### src/rtl/count_display_ctrl.sv
// Loadable up/down 0..15 counter with BCD split and a
// blanked two-digit time-shared seven-segment scan.
module count_display_ctrl #(
  parameter int PRESCALE = 4,
  parameter int TICK_DIV = 3
) (
  input  logic       Clk,
  input  logic       Rst,
  input  logic       En,
  input  logic       Up,
  input  logic       Load,
  input  logic [3:0] LoadVal,
  output logic [3:0] Count,
  output logic [3:0] Tens,
  output logic [3:0] Ones,
  output logic [3:0] SegDigit,
  output logic [1:0] DigitSel,
  output logic       Blank
);

  localparam int PW = $clog2(PRESCALE);
  localparam int TW = (TICK_DIV > 1) ? $clog2(TICK_DIV) : 1;
  localparam logic [PW-1:0] PRE_LAST = PW'(PRESCALE - 1);
  localparam logic [TW-1:0] TICK_LAST = TW'(TICK_DIV - 1);

  typedef enum logic [1:0] {
    ONES  = 2'd0,
    GAP_A = 2'd1,
    TENS  = 2'd2,
    GAP_B = 2'd3
  } state_t;

  state_t state, state_nxt;

  logic [TW-1:0] step_cnt;
  logic [PW-1:0] pre_cnt;
  logic          step_done;
  logic          scan_tick;
  logic          over_nine;

  assign step_done = (step_cnt == TICK_LAST);
  assign scan_tick = (pre_cnt == PRE_LAST);

  // Step-rate divider; a load restarts the interval.
  always_ff @(posedge Clk) begin
    if (Rst) begin
      step_cnt <= '0;
    end else if (Load) begin
      step_cnt <= '0;
    end else if (En) begin
      if (step_done) begin
        step_cnt <= '0;
      end else begin
        step_cnt <= step_cnt + TW'(1);
      end
    end
  end

  // Count register: load beats stepping; wraps naturally in 4 bits.
  always_ff @(posedge Clk) begin
    if (Rst) begin
      Count <= 4'd0;
    end else if (Load) begin
      Count <= LoadVal;
    end else if (En && step_done) begin
      if (Up) begin
        Count <= Count + 4'd1;
      end else begin
        Count <= Count - 4'd1;
      end
    end
  end

  // Free-running scan prescaler.
  always_ff @(posedge Clk) begin
    if (Rst) begin
      pre_cnt <= '0;
    end else if (scan_tick) begin
      pre_cnt <= '0;
    end else begin
      pre_cnt <= pre_cnt + PW'(1);
    end
  end

  // Scan state register.
  always_ff @(posedge Clk) begin
    if (Rst) begin
      state <= ONES;
    end else begin
      state <= state_nxt;
    end
  end

  // Next scan state: one slot per scan tick.
  always_comb begin
    state_nxt = state;
    if (scan_tick) begin
      unique case (state)
        ONES:    state_nxt = GAP_A;
        GAP_A:   state_nxt = TENS;
        TENS:    state_nxt = GAP_B;
        GAP_B:   state_nxt = ONES;
        default: state_nxt = ONES;
      endcase
    end
  end

  // BCD split straight off the count register.
  always_comb begin
    over_nine = (Count >= 4'd10);
    Tens = {3'b000, over_nine};
    Ones = over_nine ? (Count - 4'd10) : Count;
  end

  // Moore display decode; gaps and a zero tens digit stay dark.
  always_comb begin
    DigitSel = 2'b11;
    SegDigit = 4'd0;
    Blank    = 1'b1;
    unique case (state)
      ONES: begin
        DigitSel = 2'b10;
        SegDigit = Ones;
        Blank    = 1'b0;
      end
      TENS: begin
        if (Tens != 4'd0) begin
          DigitSel = 2'b01;
          SegDigit = Tens;
          Blank    = 1'b0;
        end
      end
      default: begin
        DigitSel = 2'b11;
        SegDigit = 4'd0;
        Blank    = 1'b1;
      end
    endcase
  end

endmodule

### config.mk
export PLATFORM = sky130hd
export DESIGN_NAME = count_display_ctrl
export DESIGN_NICKNAME = d
export VERILOG_FILES = /design/src/rtl/count_display_ctrl.sv
export SDC_FILE = /design/constraint.sdc
export NUM_CORES = 1
export LEC_CHECK = 0
export CAP_MARGIN = 5
export CORE_MARGIN = 2
export CORE_UTILIZATION = 45
export CTS_CLUSTER_DIAMETER = 150
export DETAILED_ROUTE_END_ITERATION = 8
export PLACE_DENSITY = 0.91
export SYNTH_ARGS = -nofsm -noshare
export SYNTH_HDL_FRONTEND = slang
export SYNTH_SLANG_ARGS = --single-unit
### constraint.sdc
create_clock -name Clk -period 5 [get_ports Clk]
set_input_delay 1 -clock Clk [delete_from_list [all_inputs] [get_ports Clk]]
set_output_delay 1 -clock Clk [all_outputs]
set_load 0.02 [all_outputs]
==> flow_summary.yaml, run 1 <==
status:
  status: "finished, final reports clean"
final_layout:
  fillers: 134
  layout-drive-gt1-share_pct: 9.26
  fin_area_um2: 1000
  antenna_cells: 0
  syn_to_final_growth_pct: 32.2
  nNetsFinal: 127
timing:
  hold_viol_final: 0
  fin_crit_sh_pct: 61.0
  report.final.setup_viol: 0
  fin_skew_ns: 0.00495
  grt_setup_unrepaired: "no"
  post-route-min-period_ns: 3.05
  setup_tns_ns: 0
  finalMaxSlewViolations: 0
  fmax_ghz: 0.328
floorplanning:
  coreArea_um2: 1540
  dieArea_um2: 2030
  die_w_um: 45.0
  start_util_pct: 49.1
  die_y_um: 45.0
  ioPinCount: 28
  rows: 14
global_route:
  grt_pass1_wl_mm: 2.42
  grt_use_total_pct: 16.3
  grt_util_met3_pct: 3.20
  grt_pass1_vias: 611
  antenna_found_initial: 0
  busiest_layer: "met2"
  global_route.usage.met1_pct: 17.7
  grt_max_degree: 11
  use_met2_pct: 28.9
  grt_overflow_total: 0
drt:
  vias_per_cell: 5.21
  wl_per_cell_um: 11.8
  dr.pass1.iters: 4
  drtAntennaViolNets: 0
  dr.first_iter.drc_count: 4
  post-route-drc-count: 0
  num_vias: 646
  routed_wirelength_mm: 1.46
clock_network:
  cts_setup_buffers: 0
  post_cts_resize_count: 0
  cts_root_buffer: "clkbuf_4"
  cts-buffers-inserted: 3
  cts_hold_buf: 0
  clockBufferDepth: 2
  worst_skew_pair.late_latency_ns: 0.27
  cts_tree: "done"
  cts_sinks: 10
  clk_pin_slew_ns: 0.06
  cts-htree-levels: 1
setup_path:
  crit_chain: "inv_1 > ha_1 > a21oi_1 > and2_1 > clkdlybuf4s50_1"
  rr_startpoint: "Count[1]"
  ff2ff_setup_slack_ns: 3.33
  cp.arrival_ns: 2.05
  cp_max_fo: 7
  rr_worst_depth: 5
  crit_path_top_delay_cell: "clkdlybuf4s50_1"
  setup.worst_path.class: "register to primary output"
  worst-path-buf-inv: 2
  startpoint: "Count[1]"
  required_ns: 4.00
  timing.rr.end: "Count[3]"
  startpoint_type: "register"
  critPathCaptureType: "primary output"
  cp_top_family: "buffers and inverters"
  slowest_delay_ns: 0.60
synthesis:
  synth-main-ff-cell: "dfxtp_1"
  syn_area_um2: 757
  postSynthAreaPerCell_um2: 8.80
  syn_inst: 86
  ys_types: 30
  yosysWarnings: 0
  ys_seq_elements: 10
  synth-edff-count: 0
  ys_async_sr_fraction_pct: 0
  yosysSeqAreaShare_pct: 26.4
hold_path:
  hold_path_end: "pre_cnt[0]"
  hold_class: "register to register"
  whs_path_depth: 1
  min_from: "pre_cnt[0]"
placement:
  place_area_um2: 978
  gp_congestion: 0.834
  detailedPlacementHpwl_mm: 1.16
  io_buffers: 24
pwr:
  ir_drop_mv: 0.160
  p_leak_nw: 0.430
  finalPower_mw: 0.216
  p_per_area_nw_per_um2: 216
run:
  cap_violations: 0
==> logic make-up (layout without fill, tap and decap cells) <==
logic type / Yosys count / after routing / share of synthesized area [%]
other: 1 / 3 / 0.495
muxes: 5 / 5 / 6.61
AOI/OAI and AO/OA: 15 / 15 / 17.4
xor gates and xnor gates: 3 / 3 / 3.47
buffers and inverters: 15 / 35 / 10.1
and+or+nand+nor: 29 / 29 / 21.3
DFF: 10 / 10 / 26.4
adders and majority gates: 8 / 8 / 14.2
==> area by class of cell <==
class                      count  area [µm²]  share of cell area (%)
clock buffer                   3        22.5                    2.25
inverter                       8        30.0                    3.00
multi-input combinational     63         488                    48.8
sequential                    10         200                    20.0
tap                           16        20.0                    2.00
timing repair buffer          24         240                    24.0
==> layer usage <==
layer,vias to the layer above,part of all wire (%),wire length (µm)
met2,28,47,687
met3,3,8.2,119
met4,0,1.5,22
met1,288,43,630
met5,-,0,0
li1,327,-,-
==> state kept, by name (all words and copies together), names as in the netlist <==
signal / count
step_cnt: 2
Count: 4
state: 2
pre_cnt: 2
==> power breakdown <==
group	switching, mW	internal [mW]	total (mW)
registers	0.00578	0.0849	0.0907
logic	0.0354	0.0346	0.0700
clock network	0.0272	0.0278	0.0550
total	0.0684	0.147	0.216
==> how the worst max path moves through the flow <==
stage | end | cells past startpoint | slack (ns)
2_1_floorplan | SegDigit[2] | 4 | 2.37
3_3_place_gp | Count[3] | 7 | 2.06
3_5_place_dp | Count[3] | 7 | 2.00
4_1_cts | SegDigit[2] | 5 | 1.92
5_1_grt | SegDigit[2] | 5 | 1.84
6_report | SegDigit[2] | 5 | 1.95
==> cell usage in the layout (no fill, tap or decap), types with 3 or more instances in the layout <==
| master | netlist | routed |
|---|---|---|
| o21ai_0 | 3 | 3 |
| ha_1 | 7 | 7 |
| a21oi_1 | 4 | 4 |
| mux2i_1 | 5 | 5 |
| nand2_1 | 6 | 6 |
| clkdlybuf4s50_1 | 0 | 24 |
| dfxtp_1 | 10 | 10 |
| conb_1 | 1 | 3 |
| nor2_1 | 7 | 7 |
| clkbuf_4 | 0 | 3 |
| nor3_1 | 4 | 4 |
| and2_1 | 3 | 3 |
| inv_1 | 8 | 8 |
| nor2b_1 | 4 | 4 |
==> Yosys cell counts, types with 2 or more instances <==
cell | n | share of area [%]
ha_1 | 7 | 12
a21oi_1 | 4 | 2.6
nor2_1 | 7 | 3.5
dfxtp_1 | 10 | 26
buf_4 | 5 | 5.0
a21o_1 | 2 | 2.0
nor3_1 | 4 | 2.6
nand2_1 | 6 | 3.0
inv_1 | 8 | 4.0
o21ai_0 | 3 | 2.0
and2_1 | 3 | 2.5
nor2b_1 | 4 | 3.3
mux2i_1 | 5 | 6.6
xnor2_1 | 2 | 2.3
==> stage by stage <==
step           setup slack (ns)  cells  util (%)  hold WS [ns]
6_report                   1.95    124      64.9         0.429
4_1_cts                    1.92    124      64.9         0.432
2_1_floorplan              2.37     88         -         0.404
3_3_place_gp               2.06    121      63.5         0.413
5_1_grt                    1.84    124      64.9         0.471
3_5_place_dp               2.00    121      63.5         0.423
Note: power is estimated with default switching activity, not from simulation.
==> run 2, diff against run 1 <==
--- a/config.mk
+++ b/config.mk
@@ -7,10 +7,10 @@
 export LEC_CHECK = 0
 export CAP_MARGIN = 5
 export CORE_MARGIN = 2
-export CORE_UTILIZATION = 45
+export CORE_UTILIZATION = 43
 export CTS_CLUSTER_DIAMETER = 150
 export DETAILED_ROUTE_END_ITERATION = 8
-export PLACE_DENSITY = 0.91
+export PLACE_DENSITY = 0.88
 export SYNTH_ARGS = -nofsm -noshare
 export SYNTH_HDL_FRONTEND = slang
 export SYNTH_SLANG_ARGS = --single-unit
==> constraint.sdc (replaced) <==
create_clock -name Clk -period 2.88 [get_ports Clk]
set_input_delay 0.576 -clock Clk [delete_from_list [all_inputs] [get_ports Clk]]
set_output_delay 0.576 -clock Clk [all_outputs]
set_load 0.02 [all_outputs]
==> run 2 against run 1 <==
Compared with the run above:
- non-clock buffer count is the same
- combinational power up 74%
- highest routed layer unchanged
- via count increased by 0.31%
- sequential cell count stayed put
- core utilization decreased by 4.8 points
==> flow_summary.yaml, run 2 (synthesized netlist as in run 1, its figures left out) <==
final_layout:
  nNetsFinal: 127
  largest_reg_flops: 4
  fin_area_um2: 1020
  final_cell_mix: "clkdlybuf4s50_1 (24), dfxtp_1 (10), inv_1 (8), nor2_1 (7), ha_1 (7)"
  syn_to_final_growth_pct: 34.2
  layout-drive-gt1-share_pct: 10.1
  final_common_cell: "clkdlybuf4s50_1"
  antenna_cells: 0
  top_register: "Count"
  fin_cells: 126
timing:
  fin_skew_ns: 0.00165
  post-route-min-period_ns: 2.65
  grt_setup_unrepaired: "no"
  report.final.setup_viol: 0
  hold_viol_final: 0
  setup_tns_ns: 0
  fin_crit_sh_pct: 92.0
  finalMaxSlewViolations: 0
  fmax_ghz: 0.377
clock_network:
  cts-buffers-inserted: 3
  clockBufferDepth: 2
  worst_skew_pair.late_latency_ns: 0.26
  cts_sinks: 10
  cts_setup_buffers: 0
  cts_hold_buf: 0
  cts_tree: "done"
  post_cts_resize_count: 0
  cts-htree-levels: 1
  clk_pin_slew_ns: 0.07
  cts_root_buffer: "clkbuf_4"
floorplanning:
  die_w_um: 46.0
  rows: 15
  start_util_pct: 44.8
  coreArea_um2: 1690
  die_y_um: 46.0
  ioPinCount: 28
  dieArea_um2: 2110
placement:
  io_buffers: 24
  dp.cells: 122
  place_area_um2: 980
  gp_congestion: 0.710
  detailedPlacementHpwl_mm: 1.11
setup_path:
  startpoint: "Count[1]"
  cp_max_fo: 7
  critPathCaptureType: "primary output"
  cp.arrival_ns: 2.07
  rr_startpoint: "Count[1]"
  startpoint_type: "register"
  required_ns: 2.30
  setup.worst_path.class: "register to primary output"
status:
  status: "finished, final reports clean"
global_route:
  grt_use_total_pct: 14.1
  grt_max_degree: 11
  grt_pass1_vias: 532
  grt_overflow_total: 0
  antenna_found_initial: 0
  grt_pass1_wl_mm: 2.16
hold_path:
  hold_class: "register to register"
  min_from: "pre_cnt[0]"
pwr:
  p_leak_nw: 0.437
  ir_drop_mv: 0.253
  p_per_area_nw_per_um2: 400
drt:
  dr.first_iter.drc_count: 8
  dr.pass1.iters: 3
  vias_per_cell: 5.14
  drtAntennaViolNets: 0
  wl_per_cell_um: 11.7
  routed_wirelength_mm: 1.47
  post-route-drc-count: 0
  num_vias: 648
run:
  cap_violations: 0
[run 2: cell types whose count changed in the layout (fill, tap and decap cells not counted)]
cell and change:
clkbuf_8 +1
[run 2: through the flow]
| step | worst slack [ns] | power, mW | utilization (%) | hold WS (ns) |
|---|---|---|---|---|
| global placement | 0.362 | 0.279 | 58.0 | 0.412 |
| detailed placement | 0.293 | 0.283 | 58.0 | 0.420 |
| floorplan | 0.678 | 0.237 | - | 0.404 |
| global route | 0.124 | 0.426 | 60.1 | 0.443 |
| CTS | 0.230 | 0.409 | 60.1 | 0.430 |
| finish | 0.230 | 0.406 | 60.1 | 0.432 |
[run 2: path summary, 6_finish.rpt]
kind / to / slack (ns) / depth (start not counted)
worst max-delay path: SegDigit[2] / 0.23 / 5
worst min register to register: pre_cnt[0] / 0.43 / 1
worst max register to register: Count[3] / 1.13 / 5
worst min-delay path: pre_cnt[0] / 0.43 / 1
[run 2: power by group]
part / total [mW] / leakage (nW) / internal, mW / switching, mW
Combinational: 0.122 / 0.334 / 0.0605 / 0.0618
Clock: 0.126 / 0.0210 / 0.0767 / 0.0497
Sequential: 0.158 / 0.0822 / 0.147 / 0.0102
[run 2: routing by layer]
metal  GRT usage (%)  up-vias  wire length, µm
li1                -      328                -
met1            18.7      296              661
met2            22.8       21              730
met3            2.38        3               66
met4            5.14        0               12
met5               0        -                0
[run 2: final cells by class]
| class | count | area, µm² |
|---|---|---|
| inverters | 8 | 30.0 |
| repair buffers | 24 | 240 |
| flip-flops and latches | 10 | 200 |
| well taps | 17 | 21.3 |
| clock buffers | 4 | 36.3 |
| multi-input cells | 63 | 488 |
| fillers | 136 | 673 |
[run 2: worst max-delay path, stage by stage, from the launching register on]
cell	delay (ns)
dfxtp_1	0.48
inv_1	0.12
ha_1	0.30
a21oi_1	0.17
and2_1	0.14
clkdlybuf4s50_1	0.59
